`config.mk`:
```
export PLATFORM = sky130hd
export DESIGN_NAME = adder_bist
export DESIGN_NICKNAME = d
export VERILOG_FILES = /design/src/rtl/adder_bist.sv
export SDC_FILE = /design/constraint.sdc
export NUM_CORES = 1
export LEC_CHECK = 0
export CORE_ASPECT_RATIO = 1.25
export CORE_MARGIN = 5
export CORE_UTILIZATION = 31
export DETAILED_ROUTE_END_ITERATION = 10
export GPL_ROUTABILITY_DRIVEN = 0
export REMOVE_ABC_BUFFERS = 1
export SLEW_MARGIN = 20
export SYNTH_ARGS = -nofsm -noshare
export SYNTH_HDL_FRONTEND = slang
export SYNTH_SLANG_ARGS = --single-unit
```
`constraint.sdc`:
```
create_clock -name clk -period 3.1 [get_ports clk]
set_input_delay 0.62 -clock clk [delete_from_list [all_inputs] [get_ports clk]]
set_output_delay 0.62 -clock clk [all_outputs]
set_load 0.05 [all_outputs]
```
`src/rtl/adder_bist.sv`:
```
// adder_bist: exhaustive built-in self-test for a combinational WIDTH-bit adder
module adder_bist #(
  parameter int WIDTH = 6
) (
  input  logic               clk,
  input  logic               rst_n,
  input  logic               start,
  input  logic               abort,
  output logic [WIDTH-1:0]   x_o,
  output logic [WIDTH-1:0]   y_o,
  input  logic [WIDTH:0]     s_i,
  output logic               busy,
  output logic               done,
  output logic               pass,
  output logic [2*WIDTH:0]   err_count,
  output logic [WIDTH-1:0]   first_err_x,
  output logic [WIDTH-1:0]   first_err_y,
  output logic [WIDTH:0]     first_err_s,
  output logic               first_err_valid
);
  typedef enum logic [1:0] {IDLE, RUN, DONE} state_t;
  state_t state;
  logic [WIDTH:0] sum_exp;
  logic mismatch, last;
  // reference sum and end-of-sweep detection for the pair currently driven
  always_comb begin
    sum_exp  = {1'b0, x_o} + {1'b0, y_o};
    mismatch = s_i != sum_exp;
    last     = (&x_o) & (&y_o);
  end
  // sequencer: sweep pairs x-major, score each returned sum, report on completion
  always_ff @(posedge clk or negedge rst_n) begin
    if (!rst_n) begin
      state           <= IDLE;
      x_o             <= '0;
      y_o             <= '0;
      busy            <= 1'b0;
      done            <= 1'b0;
      pass            <= 1'b0;
      err_count       <= '0;
      first_err_x     <= '0;
      first_err_y     <= '0;
      first_err_s     <= '0;
      first_err_valid <= 1'b0;
    end else if (state != RUN) begin
      if (start) begin
        state           <= RUN;
        x_o             <= '0;
        y_o             <= '0;
        busy            <= 1'b1;
        done            <= 1'b0;
        pass            <= 1'b0;
        err_count       <= '0;
        first_err_x     <= '0;
        first_err_y     <= '0;
        first_err_s     <= '0;
        first_err_valid <= 1'b0;
      end
    end else if (abort) begin
      state <= IDLE;
      x_o   <= '0;
      y_o   <= '0;
      busy  <= 1'b0;
    end else begin
      if (mismatch) begin
        err_count <= err_count + (2*WIDTH+1)'(1);
        if (!first_err_valid) begin
          first_err_x     <= x_o;
          first_err_y     <= y_o;
          first_err_s     <= s_i;
          first_err_valid <= 1'b1;
        end
      end
      if (last) begin
        state <= DONE;
        x_o   <= '0;
        y_o   <= '0;
        busy  <= 1'b0;
        done  <= 1'b1;
        pass  <= (err_count == '0) && !mismatch;
      end else begin
        y_o <= y_o + WIDTH'(1);
        x_o <= (&y_o) ? x_o + WIDTH'(1) : x_o;
      end
    end
  end
endmodule

```
# After elaboration in Yosys (flattened, before gate mapping)
# Index checks and enable logic that the tools add are counted.
dict set report word_totals {
  reg_bits 50
  latch_bits 0
  mem_bits_rw 0
  romBits 0
  input_bits 11
  output_inout_bits 48
  wordCells 78
  n_memories 0
}
dict set report op_classes {
  add_sub_neg 4
  multipliers 0
  div 0
  magnitude_cmp 0
  eq_ne 5
  shift 0
  muxes 43
  bitwise_logic 1
  reduce_logical 14
}
# op n
set op_table {}
lappend op_table {{$mux 6} 16}
lappend op_table {{$mux 13} 4}
lappend op_table {{$mux 7} 5}
lappend op_table {{$mux 1} 14}
lappend op_table {{$add 13x1->13 const B} 1}
lappend op_table {{$logic_not 13->1} 1}
lappend op_table {{$add 6x1->6 const B} 2}
lappend op_table {{$reduce_and 6->1} 2}
lappend op_table {{$mux 2} 4}
lappend op_table {{$add 6x6->7} 1}
lappend op_table {{$ne 7x7->1} 1}
lappend op_table {{$ne 2x1->1 const B} 3}
lappend op_table {{$reduce_and 3->1} 2}
lappend op_table {{$reduce_and 2->1} 2}
lappend op_table {{$reduce_and 4->1} 1}
lappend op_table {{$reduce_bool 2->1} 2}
lappend op_table {{$reduce_bool 4->1} 1}
lappend op_table {{$reduce_bool 3->1} 1}
lappend op_table {{$ne 2x2->1 const B} 1}
lappend op_table {{$and 1x1->1} 1}
lappend op_table {{$logic_and 1x1->1} 1}
lappend op_table {{$logic_not 1->1} 1}

# Longest topological paths before layout
dict set report logic_depth {
  word_depth 7
  mapped_depth 10
  ltp_nobuf 9
}

# Worst setup path after synthesis
# Ideal clock, no wire load.
dict set report synth_timing {
  path_kind {register -> register}
  startpoint {register y_o[0]}
  endpoint {register first_err_x[4]}
  arrival_time_ns 2.897
  setup_slack_ns 0.135
  stages_incl_launch_ff 11
  path_buffers 1
  period_less_slack_ns 2.965
  cell_sequence {dfrtp_1 > ha_1 > inv_1 > fa_1 > and3b_1 > nor4b_1 > nor4bb_2 > nor3_2 > a211oi_4 > buf_6 > a22o_1}
}
dict set report synth_via {
  elab_chain_len 4
}
# item line
set synth_rtl {}
lappend synth_rtl {{start, declared} 10} ;# output logic [WIDTH-1:0] y_o,
lappend synth_rtl {{start signal, assigned} 82} ;# y_o <= y_o + WIDTH'(1);
lappend synth_rtl {{$add 6x6->7} 27} ;# sum_exp = {1'b0, x_o} + {1'b0, y_o};
lappend synth_rtl {{$ne 7x7->1} 28} ;# mismatch = s_i != sum_exp;
lappend synth_rtl {{$reduce_bool 2->1 (no source line)} -}
lappend synth_rtl {{$reduce_and 4->1 (no source line)} -}
lappend synth_rtl {{end signal, assigned} 68} ;# first_err_x <= x_o;
lappend synth_rtl {{end, declared} 16} ;# output logic [WIDTH-1:0] first_err_x,
# No other way between the ends.
# A chain may end at the register's enable or synchronous reset.

# Worst setup path after layout
dict set report layout_timing {
  startpoint {register y_o[0]}
  endpoint {register first_err_s[1]}
}
dict set report layout_via {
  elab_chain_len 4
}
# item line
set layout_rtl {}
lappend layout_rtl {{$add 6x6->7} 27}
lappend layout_rtl {{$ne 7x7->1} 28}
lappend layout_rtl {{$reduce_bool 2->1 (no source line)} -}
lappend layout_rtl {{$reduce_and 4->1 (no source line)} -}
lappend layout_rtl {{end signal, assigned} 70} ;# first_err_s <= s_i;
lappend layout_rtl {{end, declared} 18} ;# output logic [WIDTH:0] first_err_s,
# No other way between the ends.

==> qor.yml <==
status: "complete, no violations"
first_pass_iters: 4
cts_sinks: 49
yosysTopAreaCell: "dfrtp_1"
antenna_found_initial: 0
ios: 59
synth_area_per_cell_um2: 10.2
synth_compound_area_share_pct: 23.9
port_buffers: 58
rsz0062_at_grt: "no"
end_kind: "register"
overflow: 0
synthXorXnorAreaFrac_pct: 4.25
grt_max_degree: 35
instances_no_fill: 436
drive_gt1_share_pct: 10.1
yosysSeqAreaShare_pct: 45.8
grt_pass1_wl_mm: 12.2
min_period_over_period_pct: 93.7
cts_buffers: 5
min_period_ps: 2910
crit_fanout: 19
place_hpwl_mm: 5.46
grtUsageTotal_pct: 14.6
clkTransAtPathRegs_ps: 90
die_y_um: 114
cp.required_ps: 3340
wl_per_cell_um: 17.1
hold_buffers: 0
cts_resized: 0
place_inst: 429
setup_viol: 0
finalClockSkew_ps: 8.29
synth_edf_count: 0
preCtsSetupSlack_ps: 153
start_util_pct: 31.3
fin_nets: 358
hold_viol: 0
clock_latency_ps: 310
synth_fa_ha_area_share_pct: 5.42
vdd_ir_drop_max_mv: 0.344
worst_slack_ps: 194
synth.area.top_cells: "dfrtp_1, a22o_1, ha_1"
design_area_um2: 3560
num_rows: 38
htreeDepth: 2
vias_per_cell: 5.44
arrival_ps: 3150
cts-root-buf: "clkbuf_8"
power_density_nw_per_um2: 622
wirelength_mm: 7.47
n_antenna_cell: 0
area_delta_synth_final_pct: 32.7
grt_pass1_vias: 2426
cts_tree: "done"
drtIter0Drc: 78
fp.dieW_um: 93.2
antenna_left: 0
yosys_most_used_dff: "dfrtp_1"
critPathLaunchType: "register"
tns_ps: 0
final_util_pct: 41.5
tightest_slew_ps: 648
syn_area_um2: 2680
async_reset_ff_share_pct: 100
dpl_cell_area_um2: 3470
drv_cap: 0
min_path_type: "in -> async"
synth_cells: 263
drc_errors: 0
fp.dieArea_um2: 10600
p_leak_nw: 1.51
synthSimpleGateAreaFrac_pct: 16.9
p_total_mw: 2.21
synth_mux_area_share_pct: 0.373
synth_warnings: 0
vias: 2370
max-slew-margin-rel_pct: 56.8
synth.top_cell.area_share_pct: 45.8
fmax_mhz: 344
ys_types: 48
clock_path_buffers: 2
slew_violations: 0
synth_top_family_by_area: "compound AO/OA/AOI/OAI gates"
core_um2: 8560
ys_ff_latch: 49
worst_hold_slack_ps: 218
crit_type: "reg -> reg"
r2r_cells: 9
post-cts-setup-buffers: 0
[power by group]
| part | total, mW | switching (mW) | leakage, nW | internal, mW |
|---|---|---|---|---|
| combinational | 1.04 | 0.679 | 0.795 | 0.358 |
| sequential | 0.780 | 0.0651 | 0.671 | 0.715 |
| clock | 0.395 | 0.218 | 0.0433 | 0.177 |
| total | 2.21 | 0.962 | 1.51 | 1.25 |
[cell usage after synthesis, types with 2 or more instances]
cell type / count
nand2b_1: 8
nor4b_1: 2
a21oi_1: 12
buf_6: 2
buf_2: 2
nor2b_1: 2
nor4_1: 5
xnor2_1: 6
o221ai_1: 5
o21ai_1: 2
xor2_1: 7
nor2_1: 13
o21ai_0: 17
a211oi_1: 2
nor3_1: 3
o31ai_1: 2
clkbuf_1: 4
o2bb2ai_1: 9
nand3_1: 11
inv_1: 12
dfrtp_1: 49
or2_2: 5
a22o_1: 21
and3_1: 4
or3_1: 2
ha_1: 10
nand2_1: 21
a21o_1: 4
nand4_1: 2
[flip-flops by register name, indices dropped and copies added (netlist names)]
name	flops
err_count	13
x_o	6
pass	1
first_err_s	7
first_err_x	6
done	1
state	2
first_err_valid	1
y_o	6
first_err_y	6
[layout by cell type, fill, tap and decap left out, drive strengths merged, types with 2 or more instances in the layout]
cell           netlist  routed
nor4                 5       5
nand4                2       2
or3                  3       3
nor2                13      13
clkbuf               4       6
and3                 4       4
clkdlybuf4s50        0      57
o21ai               19      19
nand2               21      21
a22o                21      21
o221ai               6       6
xnor2                6       6
nor2b                2       2
nor4b                2       2
buf                  4      17
dfrtp               49      49
inv                 12      12
a211oi               3       3
a21o                 4       4
o2bb2ai              9       9
or2                  5       5
nand2b               8       8
o31ai                2       2
xor2                 7       7
ha                  10      10
a21oi               12      12
nor3                 4       4
nand3               11      11
[layout make-up]
cell class / count / area (um2)
sequential: 49 / 1230
clock buffer: 6 / 82.6
clock inverter: 1 / 7.51
multi-input combinational: 194 / 1360
fill: 880 / 5000
inverter: 12 / 45.0
timing repair buffer: 74 / 708
tap: 100 / 125
[logic make-up (layout without fill, tap and decap cells)]
| group | after synthesis | count (layout) |
|---|---|---|
| AOI/OAI and AO/OA | 85 | 85 |
| xor gates and xnor gates | 13 | 13 |
| adders and majority gates | 11 | 11 |
| buffers and inverters | 20 | 93 |
| DFF | 49 | 49 |
| muxes | 1 | 1 |
| and+or+nand+nor | 84 | 84 |
[path summary, 6_finish.rpt]
path,start,endpoint,slack (ps)
max in group asynchronous,rst_n,first_err_y[3],2110
max,y_o[0],first_err_s[1],190
min in group clk,first_err_x[3],first_err_x[3],510
min,rst_n,first_err_s[6],220
min reg2reg,first_err_x[3],first_err_x[3],510
max reg2reg,y_o[0],first_err_s[1],190
[routing by layer]
layer / up-vias / global-route usage (%) / routed length, um
met5: - / 0 / 0
li1: 1122 / - / -
met3: 10 / 2.90 / 399
met2: 72 / 24.6 / 3780
met1: 1166 / 18.1 / 3190
met4: 0 / 6.06 / 102
[critical path, stage by stage, from the launching register on]
cell,delay [ps]
dfrtp_1,380
ha_1,200
inv_1,70
fa_1,410
and3b_1,310
o2111ai_1,140
nor4bb_2,200
or3_4,370
o221ai_4,520
a22o_1,230
No activity file was read; power rests on OpenSTA's default activity.
